==> config.mk <==
export PLATFORM = sky130hd
export DESIGN_NAME = gpr_add_datapath
export DESIGN_NICKNAME = d
export VERILOG_FILES = /design/src/rtl/gpr_add_datapath_pkg.sv /design/src/rtl/gpr_regfile.sv /design/src/rtl/gpr_add_datapath.sv
export SDC_FILE = /design/constraint.sdc
export NUM_CORES = 2
export LEC_CHECK = 0
export BUFFER_PORTS_ARGS = -buffer_cell sky130_fd_sc_hd__buf_2
export CAP_MARGIN = 20
export CORE_ASPECT_RATIO = 0.5
export CORE_UTILIZATION = 45
export CTS_BUF_LIST = sky130_fd_sc_hd__clkbuf_8
export DETAILED_ROUTE_END_ITERATION = 7
export PLACE_DENSITY = 0.62
export SYNTH_ARGS = -nofsm -noshare
export SYNTH_HDL_FRONTEND = slang
export SYNTH_SLANG_ARGS = --single-unit
==> constraint.sdc <==
create_clock -name clk -period 23.5 [get_ports clk]
set_input_delay 3.525 -clock clk [delete_from_list [all_inputs] [get_ports clk]]
set_output_delay 3.525 -clock clk [all_outputs]
set_load 0.05 [all_outputs]
==> src/rtl/gpr_add_datapath_pkg.sv <==
// ---------------------------------------------------------------------------
// gpr_add_datapath_pkg
//   Shared constants and types for the integer execute slice (register file
//   plus addi-style adder).
//
//   GPR_ADDR_W : register index width (32 architectural registers)
//   XLEN       : register / immediate / adder width
//   REG_ZERO   : index of the hardwired-zero register
//   gpr_idx_t  : register index type
//   xlen_t     : machine word type
// ---------------------------------------------------------------------------
package gpr_add_datapath_pkg;

  localparam int GPR_ADDR_W = 5;
  localparam int XLEN       = 64;
  localparam int REG_ZERO   = 0;

  typedef logic [GPR_ADDR_W-1:0] gpr_idx_t;
  typedef logic [XLEN-1:0]       xlen_t;

endpackage

==> src/rtl/gpr_regfile.sv <==
// ---------------------------------------------------------------------------
// gpr_regfile
//   General-purpose register file: 2**ADDR_WIDTH words of DATA_WIDTH bits,
//   two combinational read ports, one synchronous write port. Register 0
//   always reads as zero and ignores writes. Asynchronous active-low reset
//   clears every word.
//
//   clk     in  : system clock, writes on rising edge
//   rst_n   in  : asynchronous active-low reset
//   wdata   in  : write data
//   waddr   in  : write index
//   wen     in  : write enable
//   raddr1  in  : read index, port 1
//   raddr2  in  : read index, port 2
//   rdata1  out : contents of register raddr1
//   rdata2  out : contents of register raddr2
// ---------------------------------------------------------------------------
module gpr_regfile
  import gpr_add_datapath_pkg::*;
#(
  parameter int ADDR_WIDTH = GPR_ADDR_W,
  parameter int DATA_WIDTH = XLEN
) (
  input  logic                  clk,
  input  logic                  rst_n,
  input  logic [DATA_WIDTH-1:0] wdata,
  input  logic [ADDR_WIDTH-1:0] waddr,
  input  logic                  wen,
  input  logic [ADDR_WIDTH-1:0] raddr1,
  input  logic [ADDR_WIDTH-1:0] raddr2,
  output logic [DATA_WIDTH-1:0] rdata1,
  output logic [DATA_WIDTH-1:0] rdata2
);

  localparam int NUM_REGS = 2 ** ADDR_WIDTH;
  localparam logic [ADDR_WIDTH-1:0] ZERO_IDX = ADDR_WIDTH'(REG_ZERO);

  logic [DATA_WIDTH-1:0] regs [NUM_REGS];

  // Storage update. Reset clears the whole array immediately and wins over
  // any write presented in the same cycle. Writes aimed at register 0 are
  // dropped here so that its storage word stays at its reset value of zero.
  always_ff @(posedge clk or negedge rst_n) begin
    if (!rst_n) begin
      for (int i = 0; i < NUM_REGS; i++) begin
        regs[i] <= '0;
      end
    end else if (wen && (waddr != ZERO_IDX)) begin
      regs[waddr] <= wdata;
    end
  end

  // Read ports have no write bypass: a write in flight becomes visible only
  // after the clock edge. Index 0 is forced to zero on the read side too, so
  // the hardwired-zero rule never depends on the storage word.
  assign rdata1 = (raddr1 == ZERO_IDX) ? '0 : regs[raddr1];
  assign rdata2 = (raddr2 == ZERO_IDX) ? '0 : regs[raddr2];

endmodule

==> src/rtl/gpr_add_datapath.sv <==
// ---------------------------------------------------------------------------
// gpr_add_datapath
//   Execute slice: register file plus adder computing src1 + imm, written
//   back to rd on the next rising edge when wb_en is set (addi behaviour).
//
//   clk    in  : system clock
//   rst_n  in  : asynchronous active-low reset
//   rs1    in  : read index, port 1 (adder operand)
//   rs2    in  : read index, port 2 (observation only)
//   rd     in  : write-back index
//   imm    in  : sign-extended immediate
//   wb_en  in  : write-back enable
//   src1   out : contents of register rs1
//   src2   out : contents of register rs2
//   sum    out : src1 + imm, wrapping modulo 2**DATA_WIDTH
// ---------------------------------------------------------------------------
module gpr_add_datapath
  import gpr_add_datapath_pkg::*;
#(
  parameter int ADDR_WIDTH = GPR_ADDR_W,
  parameter int DATA_WIDTH = XLEN
) (
  input  logic                  clk,
  input  logic                  rst_n,
  input  logic [ADDR_WIDTH-1:0] rs1,
  input  logic [ADDR_WIDTH-1:0] rs2,
  input  logic [ADDR_WIDTH-1:0] rd,
  input  logic [DATA_WIDTH-1:0] imm,
  input  logic                  wb_en,
  output logic [DATA_WIDTH-1:0] src1,
  output logic [DATA_WIDTH-1:0] src2,
  output logic [DATA_WIDTH-1:0] sum
);

  gpr_regfile #(
    .ADDR_WIDTH (ADDR_WIDTH),
    .DATA_WIDTH (DATA_WIDTH)
  ) u_regfile (
    .clk    (clk),
    .rst_n  (rst_n),
    .wdata  (sum),
    .waddr  (rd),
    .wen    (wb_en),
    .raddr1 (rs1),
    .raddr2 (rs2),
    .rdata1 (src1),
    .rdata2 (src2)
  );

  // Plain unsigned add with the carry discarded; two's complement makes the
  // same result correct for signed immediates. rd == rs1 is safe because the
  // write-back goes through the register edge, not back into this path.
  assign sum = src1 + imm;

endmodule

# After elaboration in Yosys (flattened, before gate mapping)
# Index checks and enable logic that the tools add are counted.
# W data, S select, Z words.
# word_totals
input_bits,82
regBits,2048
out_inout_bits,192
# op_classes
muxes,11
reduce_logical,5
bitwise_logic,3
addsub,1
n_lt_le_gt_ge,4
# ops
operator,count
$bwmux W2048,1
$bmux W64 S5,2
$mux W64,7
$demux W64 S5,1
$add A64 B64 Y64,1
$ge A6 B6 Y1 const B,3
$not A5 Y6,3
$logic_not A5 Y1,2
$lt A6 B1 Y1 const B,1
$reduce_bool A5 Y1,1
$logic_and A1 B1 Y1,2

# Longest topological paths before layout
# depth
depth_word,7
mapped_depth,21
ltp_nobuf,15

# Hierarchy
# A second synthesis with hierarchy kept.
# hier_totals
hier_cells,7517
hier_area_um2,112350.3
# by_module_without_submodules
module,area_per_inst_um2,cells_per_inst,instances
gpr_regfile,108427.7,6963,1
gpr_add_datapath,3922.5,554,1

# Worst setup path before layout
# Ideal clock, no wire load.
# synth_path
kind,input-to-output
from,input rs1[0]
to,output sum[54]
path_stages,20
path_buffers,5
t_required_ns,19.975
arrival_ns,9.439
setup_slack_ns,10.536
path_cell_list,buf_2 clkbuf_1 clkbuf_1 buf_1 mux4_2 mux4_2 mux2i_1 nor2_1 ha_1 fa_1 a21o_1 a311oi_1 nor4_1 o31a_1 o211ai_2 a21oi_1 o21ai_0 a21boi_1 clkbuf_1 nor2_1
# synth_between
elab_chain_cells,6
word_cells_on_any_way,7
classes_between,add/sub: 1; mux: 4; bitwise: 1; reduce/logical: 1
# synth_lines
element,line_no,source
from (decl),gpr_add_datapath.sv:25,"input logic [ADDR_WIDTH-1:0] rs1,"
$not A5 Y6 (implied by the code),gpr_regfile.sv:56,assign rdata1 = (raddr1 == ZERO_IDX) ? '0 : regs[raddr1];
$bmux W64 S5,gpr_regfile.sv:56,
$mux W64 (implied by the code) (2 in series),gpr_regfile.sv:56,
$mux W64 *,gpr_regfile.sv:56,
net src1[0],gpr_add_datapath.sv:30,"output logic [DATA_WIDTH-1:0] src1,"
$add A64 B64 Y64 *,gpr_add_datapath.sv:53,assign sum = src1 + imm;
to (decl),gpr_add_datapath.sv:32,output logic [DATA_WIDTH-1:0] sum
# Mark *: on every way through the listed nets, which the timed path passes. The rest lies on a longest branch. The select of a mux whose other input is x is not followed.

# Final worst setup path
# layout_path
from,input rs1[0]
to,output sum[61]
# layout_between
elab_chain_cells,6
word_cells_on_any_way,7
classes_between,add/sub: 1; mux: 4; bitwise: 1; reduce/logical: 1
# layout_lines
element,line_no
$not A5 Y6 (implied by the code),gpr_regfile.sv:56
$bmux W64 S5,gpr_regfile.sv:56
$mux W64 (implied by the code) (2 in series),gpr_regfile.sv:56
$mux W64 *,gpr_regfile.sv:56
$add A64 B64 Y64 *,gpr_add_datapath.sv:53
# Mark *: on every way between the ends. The rest lies on a longest branch, timed or not. The select of a mux whose other input is x is not followed.

==> metrics.md <==
| Metric | Value |
|---|---|
| Post-CTS Setup Repair Bufs | `0` |
| Sequential Power Share | `0.376` |
| Met2 Track Usage GR | `0.449` |
| Vias in the first global route | `79,200` |
| Final core occ | `0.500` |
| GRT Util Overall | `0.299` |
| Final #Nets | `9,420` |
| Syn Nets | `9,619` |
| Die height | `351 µm` |
| CTS sink count | `just over 2,000` |
| Syn Std Cell Area | `approximately 110,000 µm²` |
| Status | `finished, final reports clean` |
| NetSw | `6690 µW` |
| Hold-fix buffers, CTS | `0` |
| Clock-pin slew on the worst setup and hold paths | `approximately 60 ps` |
| Logic pwr share | `0.422` |
| Clk Latency, worst-skew pair | `990 ps` |
| Lkg Pwr | `0.0534 µW` |
| TritonCTS Buffers | `about 320` |
| Via density per instance | `approximately 6.3` |
| Final setup margin | `7710 ps` |
| Crit-path max FO | `92` |
| # IOs | `274` |
| CTS tree | `built` |
| Mapped Cells | `9,473` |
| Cell area power density | `around 130 nW/µm²` |
| Post-synth EDFFs | `0` |
| Core ar. | `241,000 µm²` |
| Port Buf Inserts | `273` |
| Hold Path Class | `reg2reg` |
| Largest net degree at the start of global routing | `around 180` |
| Seq cells post-synth | `2,048` |
| Crit start category | `input pin` |
| Largest register FFs | `around 2,000` |
| Unrepaired setup endpoints after global routing | `no` |
| Final Wtd Congestion | `0.957` |
| Final cycle utilization of the critical path | `0.672` |
| # rows | `between 100 and 150` |
| # fillers | `21,200` |
| Setup Viol. Count Final | `0` |
| Final max-slew violation count | `0` |
| VDD IR max | `slightly below 0.1 mV` |
| Final Hold Fails | `0` |
| Register area share after synthesis | `0.468` |
| Worst-case clock buffer depth | `4` |
| Layout Skew | `73.0 ps` |
| Post-route setup TNS | `0 ps` |
| Ys async rst share | `1.00` |
| First-pass GRT wire length | `542,000 µm` |
| Net Sw Frac | `0.421` |
| Regs by FF count | `u_regfile.regs (2048)` |
| Dpl ws | `7750 ps` |
| Flop-to-flop setup slack | `about 17,000 ps` |
| Post-cts sizing count | `0` |
| Avg Inst Size Synth | `11.6 µm²` |
| Netlist cell types | `67` |
| Syn. warnings | `0` |
| Total power | `15,900 µW` |
| DRC viols | `0` |
| Avg WL per Cell | `28.9 µm` |
| Placed cells | `around 12,000` |
| Pint | `~9200 µW` |
| Ys flop type | `dfrtp_1` |
| Gr busiest metal | `met2` |
| Area Overhead vs Synth | `10.0%` |
| Starting density of the core | `0.455` |
| Top reg by flops | `u_regfile.regs` |
| Period minus WS final | `15,790 ps` |
| Die footprint | `246,000 µm²` |
| Crit path kind | `in2out` |
| Fin cells | `12,700` |
| Met3 usage | `0.0639` |
| Commonest non-fill, non-tap cell in the layout | `nand2_1` |
| Initial DRC count | `10,100` |
| Dpl hpwl | `about 220,000 µm` |
| Relative slew slack | `0.0857` |
| Root Buffer | `clkbuf_8` |
| Clock group share of total power | `0.202` |
| Global Route met1 Usage | `0.418` |
| Most frequent cells in the layout | `nand2_1 (2,228), dfrtp_1 (2,048), o21ai_0 (1,626)` |
| Routed WL | `368,000 µm` |
| DR pass1 iterations | `6` |
| Worst endpoint required time | `19,980 ps` |
| DR vias | `80,700` |
| Achievable Freq | `0.0633 GHz` |
| Die width | `700 µm` |
| Share of layout cells above drive strength 1 | `0.260` |
| Arr. time, crit path | `12,260 ps` |
| # H-tree levels | `5` |
| Congestion Overflow GR | `0` |
| Worst-Margin Slew | `1370 ps` |
| Maximum capacitance violations | `0` |
| Post-route ant nets | `0` |
| Critical path capture point type | `output pin` |
| Initial antenna violation count | `19` |
==> worst paths after layout <==
path | from | endpoint | cells after the start
max reg2reg | u_regfile.regs[1536] | u_regfile.regs[1262] | 18
max in group asynchronous | rst_n | u_regfile.regs[1799] | 6
min reg2reg | u_regfile.regs[2008] | u_regfile.regs[2008] | 0
max | rs1[0] | sum[61] | 19
min | u_regfile.regs[2008] | u_regfile.regs[2008] | 0
min in group asynchronous | rst_n | u_regfile.regs[306] | 1
==> synth_stat cells, types with 10 or more instances <==
library cell | number | area share
a2111oi_0 | 33 | 0.0026
a211oi_1 | 33 | 0.0023
a21o_1 | 42 | 0.0029
a21oi_1 | 84 | 0.0038
a221oi_1 | 33 | 0.0026
a32oi_1 | 31 | 0.0025
and2_1 | 10 | 0.00057
buf_1 | 108 | 0.0037
buf_2 | 15 | 0.00069
clkbuf_1 | 907 | 0.031
dfrtp_1 | 2048 | 0.47
ha_1 | 63 | 0.0072
inv_1 | 69 | 0.0024
mux2_2 | 94 | 0.0097
mux2i_1 | 129 | 0.012
mux4_2 | 1279 | 0.26
nand2_1 | 2259 | 0.077
nand3_1 | 13 | 0.00059
nand4_1 | 20 | 0.0011
nor2_1 | 245 | 0.0084
nor3_1 | 12 | 0.00055
o21ai_0 | 1626 | 0.074
o21ai_1 | 20 | 0.00091
o21bai_1 | 15 | 0.0010
o31ai_1 | 130 | 0.0089
xnor2_1 | 26 | 0.0021
xor2_1 | 29 | 0.0023
==> layout make-up <==
cell class,instances,area [µm²],share of cell area
Clock buffer,417,5740,0.0476
Timing Repair Buffer,507,3420,0.0284
Multi-Input combinational cell,6326,54900,0.456
Tap cell,3225,4040,0.0335
Inverter,69,259,0.00215
Antenna cell,11,27.5,0.000228
Clock inverter,138,903,0.00749
Sequential cell,2048,51200,0.425
==> logic make-up (layout without fill, tap and decap cells) <==
group / after synthesis / count (layout) / share of synthesized area
and+or+nand+nor: 2605 / 2605 / 0.0916
muxes: 1502 / 1502 / 0.284
buffers and inverters: 1099 / 1131 / 0.0378
AOI/OAI and AO/OA: 2098 / 2098 / 0.106
xor gates and xnor gates: 57 / 57 / 0.00469
other: 0 / 11 / 0
adders and majority gates: 64 / 64 / 0.00738
DFF: 2048 / 2048 / 0.468
==> power by group through the flow <==
stage          logic, µW  clock network, µW  registers [µW]
2_1_floorplan       4790                  0            5640
3_3_place_gp        6520                  0            5910
3_5_place_dp        6630                  0            5990
4_1_cts             6640               3240            5940
5_1_grt             7200               3390            6150
6_report            6700               3210            5980
==> layer usage <==
metal	share of wire	wire, µm
met1	0.40	149000
met5	0.000095	35
met4	0.055	20100
met2	0.45	164000
met3	0.096	35300
==> critical path, cell delays in order <==
cell and delay (ps):
buf_8 510, buf_4 860, buf_4 680, buf_12 650
mux4_2 600, mux4_2 500, mux2i_1 500, nor2_1 150
ha_1 420, a21oi_1 260, o21ai_0 200, a21o_1 230
nor4_1 940, o21ai_1 380, nand4_1 520, a21boi_4 100
buf_4 280, nor2_1 380, buf_2 340
==> through the flow <==
stage                     instance area, µm²  hold slack (ps)
after floorplan                       110000              441
after global placement                114000              376
after detailed placement              114000              383
after CTS                             120000              396
after global routing                  121000              406
final                                 121000              395
Note: power is estimated with default switching activity, not from simulation.
